===== src/rtl/dino_autopilot.sv =====
// Dino runner autopilot: scans obstacle slots against a speed-scaled trigger
// window and drives the jump/duck/start buttons. A connected gamepad always
// takes over. All state advances only on game_tick.
module dino_autopilot #(
   parameter int N_OBS         = 2,
   parameter int POS_W         = 10,
   parameter int PLAYER_OFFSET = 6,
   parameter int BASE_THRESH   = 40,
   parameter int SPEED_W       = 4,
   parameter int SPEED_GAIN    = 4,
   parameter int JUMP_HOLD     = 8,
   parameter int RESTART_DELAY = 60
) (
   input  logic                     clk,
   input  logic                     rst_n,
   input  logic                     game_tick,
   input  logic                     gamepad_is_present,
   input  logic                     gamepad_start,
   input  logic                     gamepad_up,
   input  logic                     gamepad_down,
   input  logic [N_OBS*POS_W-1:0]   obs_pos,
   input  logic [N_OBS-1:0]         obs_high,
   input  logic [SPEED_W-1:0]       speed,
   input  logic                     crash,
   input  logic                     game_frozen,
   output logic                     button_start,
   output logic                     button_up,
   output logic                     button_down,
   output logic                     ai_active,
   output logic [1:0]               dbg_state
);

   localparam int THR_W  = POS_W + 1;
   localparam int CNT_W  = $clog2(RESTART_DELAY + 1);
   localparam int HOLD_W = $clog2(JUMP_HOLD + 1);

   localparam logic [THR_W-1:0]  THR_MAX    = THR_W'((1 << POS_W) - 1);
   localparam logic [POS_W-1:0]  OFFSET     = POS_W'(PLAYER_OFFSET);
   localparam logic [CNT_W-1:0]  CNT_LAST   = CNT_W'(RESTART_DELAY);
   localparam logic [HOLD_W-1:0] HOLD_START = HOLD_W'(JUMP_HOLD - 1);

   typedef enum logic [1:0] {
      S_RUN  = 2'd0,
      S_JUMP = 2'd1,
      S_DUCK = 2'd2,
      S_WAIT = 2'd3
   } state_t;

   state_t              state_q, state_d;
   logic [HOLD_W-1:0]   hold_q, hold_d;
   logic [CNT_W-1:0]    cnt_q, cnt_d;
   logic                start_q, start_d;
   logic                up_q, up_d;
   logic                down_q, down_d;
   logic                ai_q, ai_d;

   logic [THR_W-1:0]    thr_raw;
   logic [POS_W-1:0]    thr;
   logic                gnd_hit;
   logic                air_hit;

   // Trigger window upper bound grows with speed and clamps to the largest position.
   always_comb begin
      thr_raw = THR_W'(BASE_THRESH) + THR_W'(speed) * THR_W'(SPEED_GAIN);
      thr     = (thr_raw > THR_MAX) ? THR_MAX[POS_W-1:0] : thr_raw[POS_W-1:0];
   end

   // Classify every in-window obstacle as ground (jump) or airborne (duck).
   always_comb begin
      gnd_hit = 1'b0;
      air_hit = 1'b0;
      for (int i = 0; i < N_OBS; i++) begin
         if ((obs_pos[i*POS_W +: POS_W] > OFFSET) && (obs_pos[i*POS_W +: POS_W] <= thr)) begin
            if (obs_high[i]) air_hit = 1'b1;
            else             gnd_hit = 1'b1;
         end
      end
   end

   // Next-state and next-output decision, evaluated only on a frame strobe.
   always_comb begin
      state_d = state_q;
      hold_d  = hold_q;
      cnt_d   = cnt_q;
      start_d = start_q;
      up_d    = up_q;
      down_d  = down_q;
      ai_d    = ai_q;
      if (game_tick) begin
         start_d = 1'b0;
         up_d    = 1'b0;
         down_d  = 1'b0;
         ai_d    = 1'b1;
         if (gamepad_is_present) begin
            // Pass-through: the player drives, autopilot state is discarded.
            state_d = S_RUN;
            hold_d  = '0;
            cnt_d   = '0;
            start_d = gamepad_start;
            up_d    = gamepad_up;
            down_d  = gamepad_down;
            ai_d    = 1'b0;
         end else if (crash || game_frozen) begin
            // Waiting for restart: pulse start once every RESTART_DELAY+1 ticks.
            state_d = S_WAIT;
            hold_d  = '0;
            if (cnt_q == CNT_LAST) begin
               start_d = 1'b1;
               cnt_d   = '0;
            end else begin
               cnt_d = cnt_q + 1'b1;
            end
         end else begin
            case (state_q)
               S_RUN, S_DUCK: begin
                  // Jump wins over duck when both kinds are in the window.
                  if (gnd_hit) begin
                     state_d = S_JUMP;
                     up_d    = 1'b1;
                     hold_d  = HOLD_START;
                  end else if (air_hit) begin
                     state_d = S_DUCK;
                     down_d  = 1'b1;
                  end else begin
                     state_d = S_RUN;
                  end
               end
               S_JUMP: begin
                  // Jump runs to completion; window contents are ignored meanwhile.
                  if (hold_q == '0) begin
                     state_d = S_RUN;
                  end else begin
                     hold_d = hold_q - 1'b1;
                     up_d   = 1'b1;
                  end
               end
               S_WAIT: begin
                  state_d = S_RUN;
                  cnt_d   = '0;
               end
               default: begin
                  state_d = S_RUN;
               end
            endcase
         end
      end
   end

   // State, counters and registered buttons.
   always_ff @(posedge clk) begin
      if (!rst_n) begin
         state_q <= S_RUN;
         hold_q  <= '0;
         cnt_q   <= '0;
         start_q <= 1'b0;
         up_q    <= 1'b0;
         down_q  <= 1'b0;
         ai_q    <= 1'b1;
      end else begin
         state_q <= state_d;
         hold_q  <= hold_d;
         cnt_q   <= cnt_d;
         start_q <= start_d;
         up_q    <= up_d;
         down_q  <= down_d;
         ai_q    <= ai_d;
      end
   end

   assign button_start = start_q;
   assign button_up    = up_q;
   assign button_down  = down_q;
   assign ai_active    = ai_q;
   assign dbg_state    = state_q;

endmodule

===== config.mk =====
export PLATFORM = sky130hd
export DESIGN_NAME = dino_autopilot
export DESIGN_NICKNAME = d
export VERILOG_FILES = /design/src/rtl/dino_autopilot.sv
export SDC_FILE = /design/constraint.sdc
export NUM_CORES = 1
export LEC_CHECK = 0
export CAP_MARGIN = 30
export CELL_PAD_IN_SITES_DETAIL_PLACEMENT = 1
export CELL_PAD_IN_SITES_GLOBAL_PLACEMENT = 2
export CORE_MARGIN = 8
export CORE_UTILIZATION = 37
export DETAILED_ROUTE_END_ITERATION = 10
export DONT_BUFFER_PORTS = 1
export GPL_TIMING_DRIVEN = 0
export HOLD_SLACK_MARGIN = 0.1
export PLACE_DENSITY_LB_ADDON = 0.1
export SLEW_MARGIN = 25
export SYNTH_ARGS = -nofsm -noshare
export SYNTH_HDL_FRONTEND = slang
export SYNTH_SLANG_ARGS = --single-unit

===== constraint.sdc =====
create_clock -name clk -period 4.75 [get_ports clk]
set_clock_uncertainty 0.15 [all_clocks]
set_input_delay 1.1875 -clock clk [delete_from_list [all_inputs] [get_ports clk]]
set_output_delay 1.1875 -clock clk [all_outputs]
set_load 0.05 [all_outputs]

==> results.yml <==
outcome:
  status: "completed"
grt:
  overflow: 0
  grt_pass1_wl_um: 5600
  antenna_found_initial: 0
  grt_pass1_vias: 1189
  grt_max_degree: 11
  grt.total_usage: 0.131
yosys:
  syn_inst: 158
  synth_edf_count: 0
  mappedNetlistArea_um2: 1240
  synth_common_cells: "nand2_1, dfxtp_1, nor2_1"
  yosysMostFrequentCell: "nand2_1"
  ys_seq_elements: 16
  synthDistinctLibCells: 51
  synth_largest_area_cell: "dfxtp_1"
  synth_ff_type: "dfxtp_1"
  syn_avg_cell_area_um2: 7.82
  synth_nets: 201
  netlist.area_leader.share: 0.259
  yosysWarnings: 0
  seq_area_frac_synth: 0.259
  synth_area_leaders: "dfxtp_1, ha_1, nand2_1"
  synthArstFlopShare: 0
sta:
  post-route-min-period_ns: 2.96
  period_share: 0.624
  drv_slew: 0
  tns_ns: 0
  setup_violations: 0
  hold_viol: 0
  fmax_mhz: 337
  relSlewSlack: 0.500
  rsz0062_at_grt: "no"
  worst_slew_pin_slew_ns: 0.749
floorplan:
  initial_utilization: 0.376
  io_pins: 41
  dieWidth_um: 73.8
  die_h_um: 73.8
  rows: 21
  dieArea_um2: 5450
  design.core.area_um2: 3280
clock_tree:
  cts-root-buf: "clkbuf_4"
  cts.path.max_buffers: 2
  clkTransAtPathRegs_ns: 0.09
  post_cts_resized: 0
  post_cts_buffers: 0
  clock_sinks: 16
  cts_max_level: 1
  cts_tree: "done"
  numCtsBuffers: 3
  holdBufCountCts: 0
  clk-insertion-delay-late_ns: 0.29
setup_path:
  crit_type: "input port to flip-flop"
  critical_path.max_fanout: 7
  crit_arrival_ns: 3.04
  crit_path_end_kind: "flip-flop"
  required_ns: 4.82
  cp-start-kind: "input port"
pwr:
  peakVddDrop_uv: 144
  p_per_area_nw_per_um2: 229
  p_leak_uw: 0.000522
  p_total_uw: 305
detailed_routing:
  vias: 1166
  drt-initial-drc-count: 24
  wire_per_inst_um: 16.8
  drt_pre_antenna_iters: 4
  drc: 0
  drtAntennaViolNets: 0
  routed_wl_um: 3500
  vias_per_cell: 5.61
placement:
  dp_cells: 204
  place_area_um2: 1290
  port_buffers: 0
  finalWeightedCongestion: 0.763
  hpwlAfterDp_um: 2930
cells_and_area:
  postLayoutCellArea_um2: 1330
  layout-drive-gt1-share: 0.0864
  area_growth_pct: 7.59
  fin_nets: 206
  final_cells: 208
  n_antenna_cell: 0
flow_run:
  maxCapViolations: 0
min_path:
  hp-class: "flip-flop to flip-flop"
==> kinds of logic (layout without fill, tap and decap cells) <==
group | Yosys count | in the layout | share of synthesized area
buffers and inverters | 14 | 18 | 0.0435
flip-flops | 16 | 16 | 0.259
multiplexers | 2 | 2 | 0.0162
XOR/XNOR | 6 | 6 | 0.0425
adder cells (fa/ha/maj) | 8 | 8 | 0.0810
AND/OR/NAND/NOR | 65 | 65 | 0.266
AO/OA/AOI/OAI | 47 | 47 | 0.291
==> area by class of cell <==
cell class | count | area, um2
plain buffers | 3 | 12.5
flip-flops and latches | 16 | 320
well taps | 46 | 57.6
inverters | 11 | 41.3
clock buffers | 4 | 36.3
fillers | 435 | 1950
multi-input cells | 128 | 862
==> metal layers <==
| metal | track usage | up-vias | wire, um |
|---|---|---|---|
| met5 | 0 | - | 0 |
| met4 | 0.0200 | 0 | 14 |
| met2 | 0.234 | 18 | 1800 |
| li1 | - | 593 | - |
| met1 | 0.151 | 553 | 1510 |
| met3 | 0.0382 | 2 | 168 |
==> where the power goes <==
part           leakage (uW)  internal, uW  switching, uW
sequential         0.000131           139           16.8
clock             0.0000210          46.7           44.2
combinational      0.000371          26.2           31.9
==> flip-flops by register name, indices dropped and copies added, names as in the netlist <==
register	count
button_up	1
button_start	1
hold_q	4
button_down	1
cnt_q	6
dbg_state	2
ai_active	1
==> placed cells by master (no fill, tap or decap), types with 3 or more instances in the layout <==
cell | synthesis | final
xor2_1 | 4 | 4
o21ai_0 | 5 | 5
a21oi_1 | 6 | 6
dfxtp_1 | 16 | 16
inv_1 | 11 | 11
nand3_1 | 4 | 4
nor3_1 | 3 | 3
ha_1 | 8 | 8
o211ai_1 | 3 | 3
nor4_1 | 3 | 3
nand2_1 | 21 | 21
nor2b_1 | 4 | 4
nor2_1 | 16 | 16
clkbuf_4 | 0 | 3
==> metrics by stage <==
step | setup WS [ns] | utilization | hold slack [ns]
after floorplan | 1.62 | - | 0.314
after global placement | 1.53 | 0.394 | 0.338
final | 1.79 | 0.405 | 0.368
after global routing | 1.62 | 0.405 | 0.402
after detailed placement | 1.48 | 0.394 | 0.357
after CTS | 1.79 | 0.405 | 0.376
==> worst max-delay path: stages <==
cell	delay, ns
ha_1	0.29
nor2b_2	0.07
a22o_1	0.18
a211o_1	0.34
or4_4	0.51
a311o_1	0.32
a21boi_1	0.13
==> worst paths after layout <==
check	depth (start not counted)	to	slack, ns	from
worst max-delay path	7	dbg_state[0]	1.79	speed[1]
worst min-delay path	2	hold_q[0]	0.37	hold_q[0]
worst max register to register	6	cnt_q[5]	2.47	dbg_state[0]
worst min register to register	2	hold_q[0]	0.37	hold_q[0]
Note: power is estimated with default switching activity, not from simulation.
==> variant, RTL diff (same flow settings) <==
Take the reset off `hold_q` and load it in a clocked block of its own.
--- a/src/rtl/dino_autopilot.sv
+++ b/src/rtl/dino_autopilot.sv
@@ -151,5 +151,4 @@
       if (!rst_n) begin
          state_q <= S_RUN;
-         hold_q  <= '0;
          cnt_q   <= '0;
          start_q <= 1'b0;
@@ -159,5 +158,4 @@
       end else begin
          state_q <= state_d;
-         hold_q  <= hold_d;
          cnt_q   <= cnt_d;
          start_q <= start_d;
@@ -166,4 +164,8 @@
          ai_q    <= ai_d;
       end
+   end
+
+   always_ff @(posedge clk) begin
+      hold_q <= hold_d;
    end
 
Function: same outputs for any inputs over 10 cycles, from zero or initial values and one cycle with rst_n low; that may be too few to reach the edited logic, so the function may still have changed.
==> variant against the original RTL <==
- synthesized area down 10%
- setup slack worse by 0.18 ns
- critical path depth unchanged
- total power down 5.4%
- clock power down 13%
- routed wire length down 14%
- via count down 11%
- die area down 8.2%
- maximum frequency down 5.7%
- design area down 12%
- sequential cell count unchanged
- critical endpoint is now hold_q[2]$_SDFFCE_PN0P_
- largest power group unchanged
- highest routed layer unchanged
==> variant: results <==
metrics = {
    "outcome": {
        "outcome": "completed",
    },
    "power_and_ir_drop": {
        "leakage_nw": 0.465,
        "power.total_uw": 288,
        "seq_power_uw": 162,
        "vdd_drop_max_mv": 0.0657,
        "intPower_uw": 200,
        "p_clk_uw": 79.0,
    },
    "cts": {
        "cts.path.max_buffers": 2,
        "cts_setup_buffers": 0,
        "cts_resized": 0,
        "clock-root-buffer": "clkbuf_4",
        "clk_pin_slew_ns": 0.10,
    },
    "global_route": {
        "grtUsageMet1_pct": 12.7,
        "use_met2_pct": 22.6,
        "use_met3_pct": 2.54,
        "grt_usage_pct": 12.3,
        "grt_pass1_wl_mm": 5.14,
        "grt_max_degree": 11,
        "grt_pass1_vias": 1173,
    },
    "synth": {
        "yosysUniqueCellTypes": 42,
        "synth_edf_count": 4,
        "yosysSeqAreaShare_pct": 32.5,
        "synthCells": 134,
        "async_flop_share_pct": 0,
        "yosys-top-cells-area": "dfxtp_1, edfxtp_1, ha_1",
        "synthTopCellsByCount": "nand2_1, dfxtp_1, inv_1, nor2_1, ha_1",
        "syn_nets": 177,
    },
    "detailed_routing": {
        "wl_per_cell_um": 17.6,
        "viasPerCell": 6.04,
        "wl_met1_mm": 1.21,
        "wl_met3_um": 225,
        "wl_met2_mm": 1.51,
        "drt_pre_antenna_iters": 6,
        "drtIter0Drc": 39,
    },
    "worst_setup_path": {
        "path_delay_family": "compound AO/OA/AOI/OAI gates",
        "cp_max_fo": 6,
        "reg2reg_depth": 6,
        "setup.worst_path.start": "speed[1]",
        "cp.arrival_ns": 2.99,
        "cp-endpoint": "hold_q[2]$_SDFFCE_PN0P_",
        "slowest_delay_ns": 0.42,
        "cpMaxStageDelayCell": "or3b_1",
        "reg2reg_slack_ns": 2.55,
        "r2r_start": "dbg_state[0]$_SDFFE_PN0P_",
    },
    "final_layout": {
        "regMostFlops": "cnt_q",
        "final_cells": 171,
        "nFillCells": 372,
        "drive_gt1_share_pct": 2.90,
    },
    "hold_path": {
        "hold_path.class": "register to register",
        "hp-start": "cnt_q[4]$_SDFFE_PN0P_",
        "hold_end": "cnt_q[4]$_SDFFE_PN0P_",
    },
    "sta": {
        "fin_crit_sh_pct": 66.2,
        "holdWs_ns": 0.390,
        "worst_pin_slew_ns": 0.677,
    },
    "place": {
        "hpwl_mm": 2.57,
        "gp_congestion": 0.723,
        "dpl_cell_area_sq_um": 1150,
        "pre_cts_slack_ns": 1.28,
        "place.port_buffers": 0,
    },
}
variant: changes by cell type in the layout (fill, tap and decap cells not counted), moves of 2 or more:
cell      delta
edfxtp_1     +4
a31oi_1      +3
nor2b_2      -2
mux2i_1      -2
and3_1       +3
dfxtp_1      -4
o221a_1      -2
or3_1        +2
nor2_1       -6
nand2_1      -7
variant: layout make-up:
cell class | count | area (sq um) | area share [%]
Multi-Input combinational cell | 105 | 698 | 59.4
Sequential cell | 16 | 360 | 30.7
Inverter | 11 | 41.3 | 3.51
Tap cell | 33 | 41.3 | 3.51
Clock buffer | 4 | 26.3 | 2.24
Buffer | 2 | 7.51 | 0.639
variant: kinds of logic (layout without fill, tap and decap cells):
logic type / count (synthesis) / count (layout) / share of synthesized area [%]
buffers and inverters: 13 / 17 / 4.41
adders and majority gates: 9 / 9 / 9.94
AOI/OAI and AO/OA: 37 / 37 / 23.5
DFF: 16 / 16 / 32.5
and+or+nand+nor: 52 / 52 / 24.1
xor gates and xnor gates: 7 / 7 / 5.54
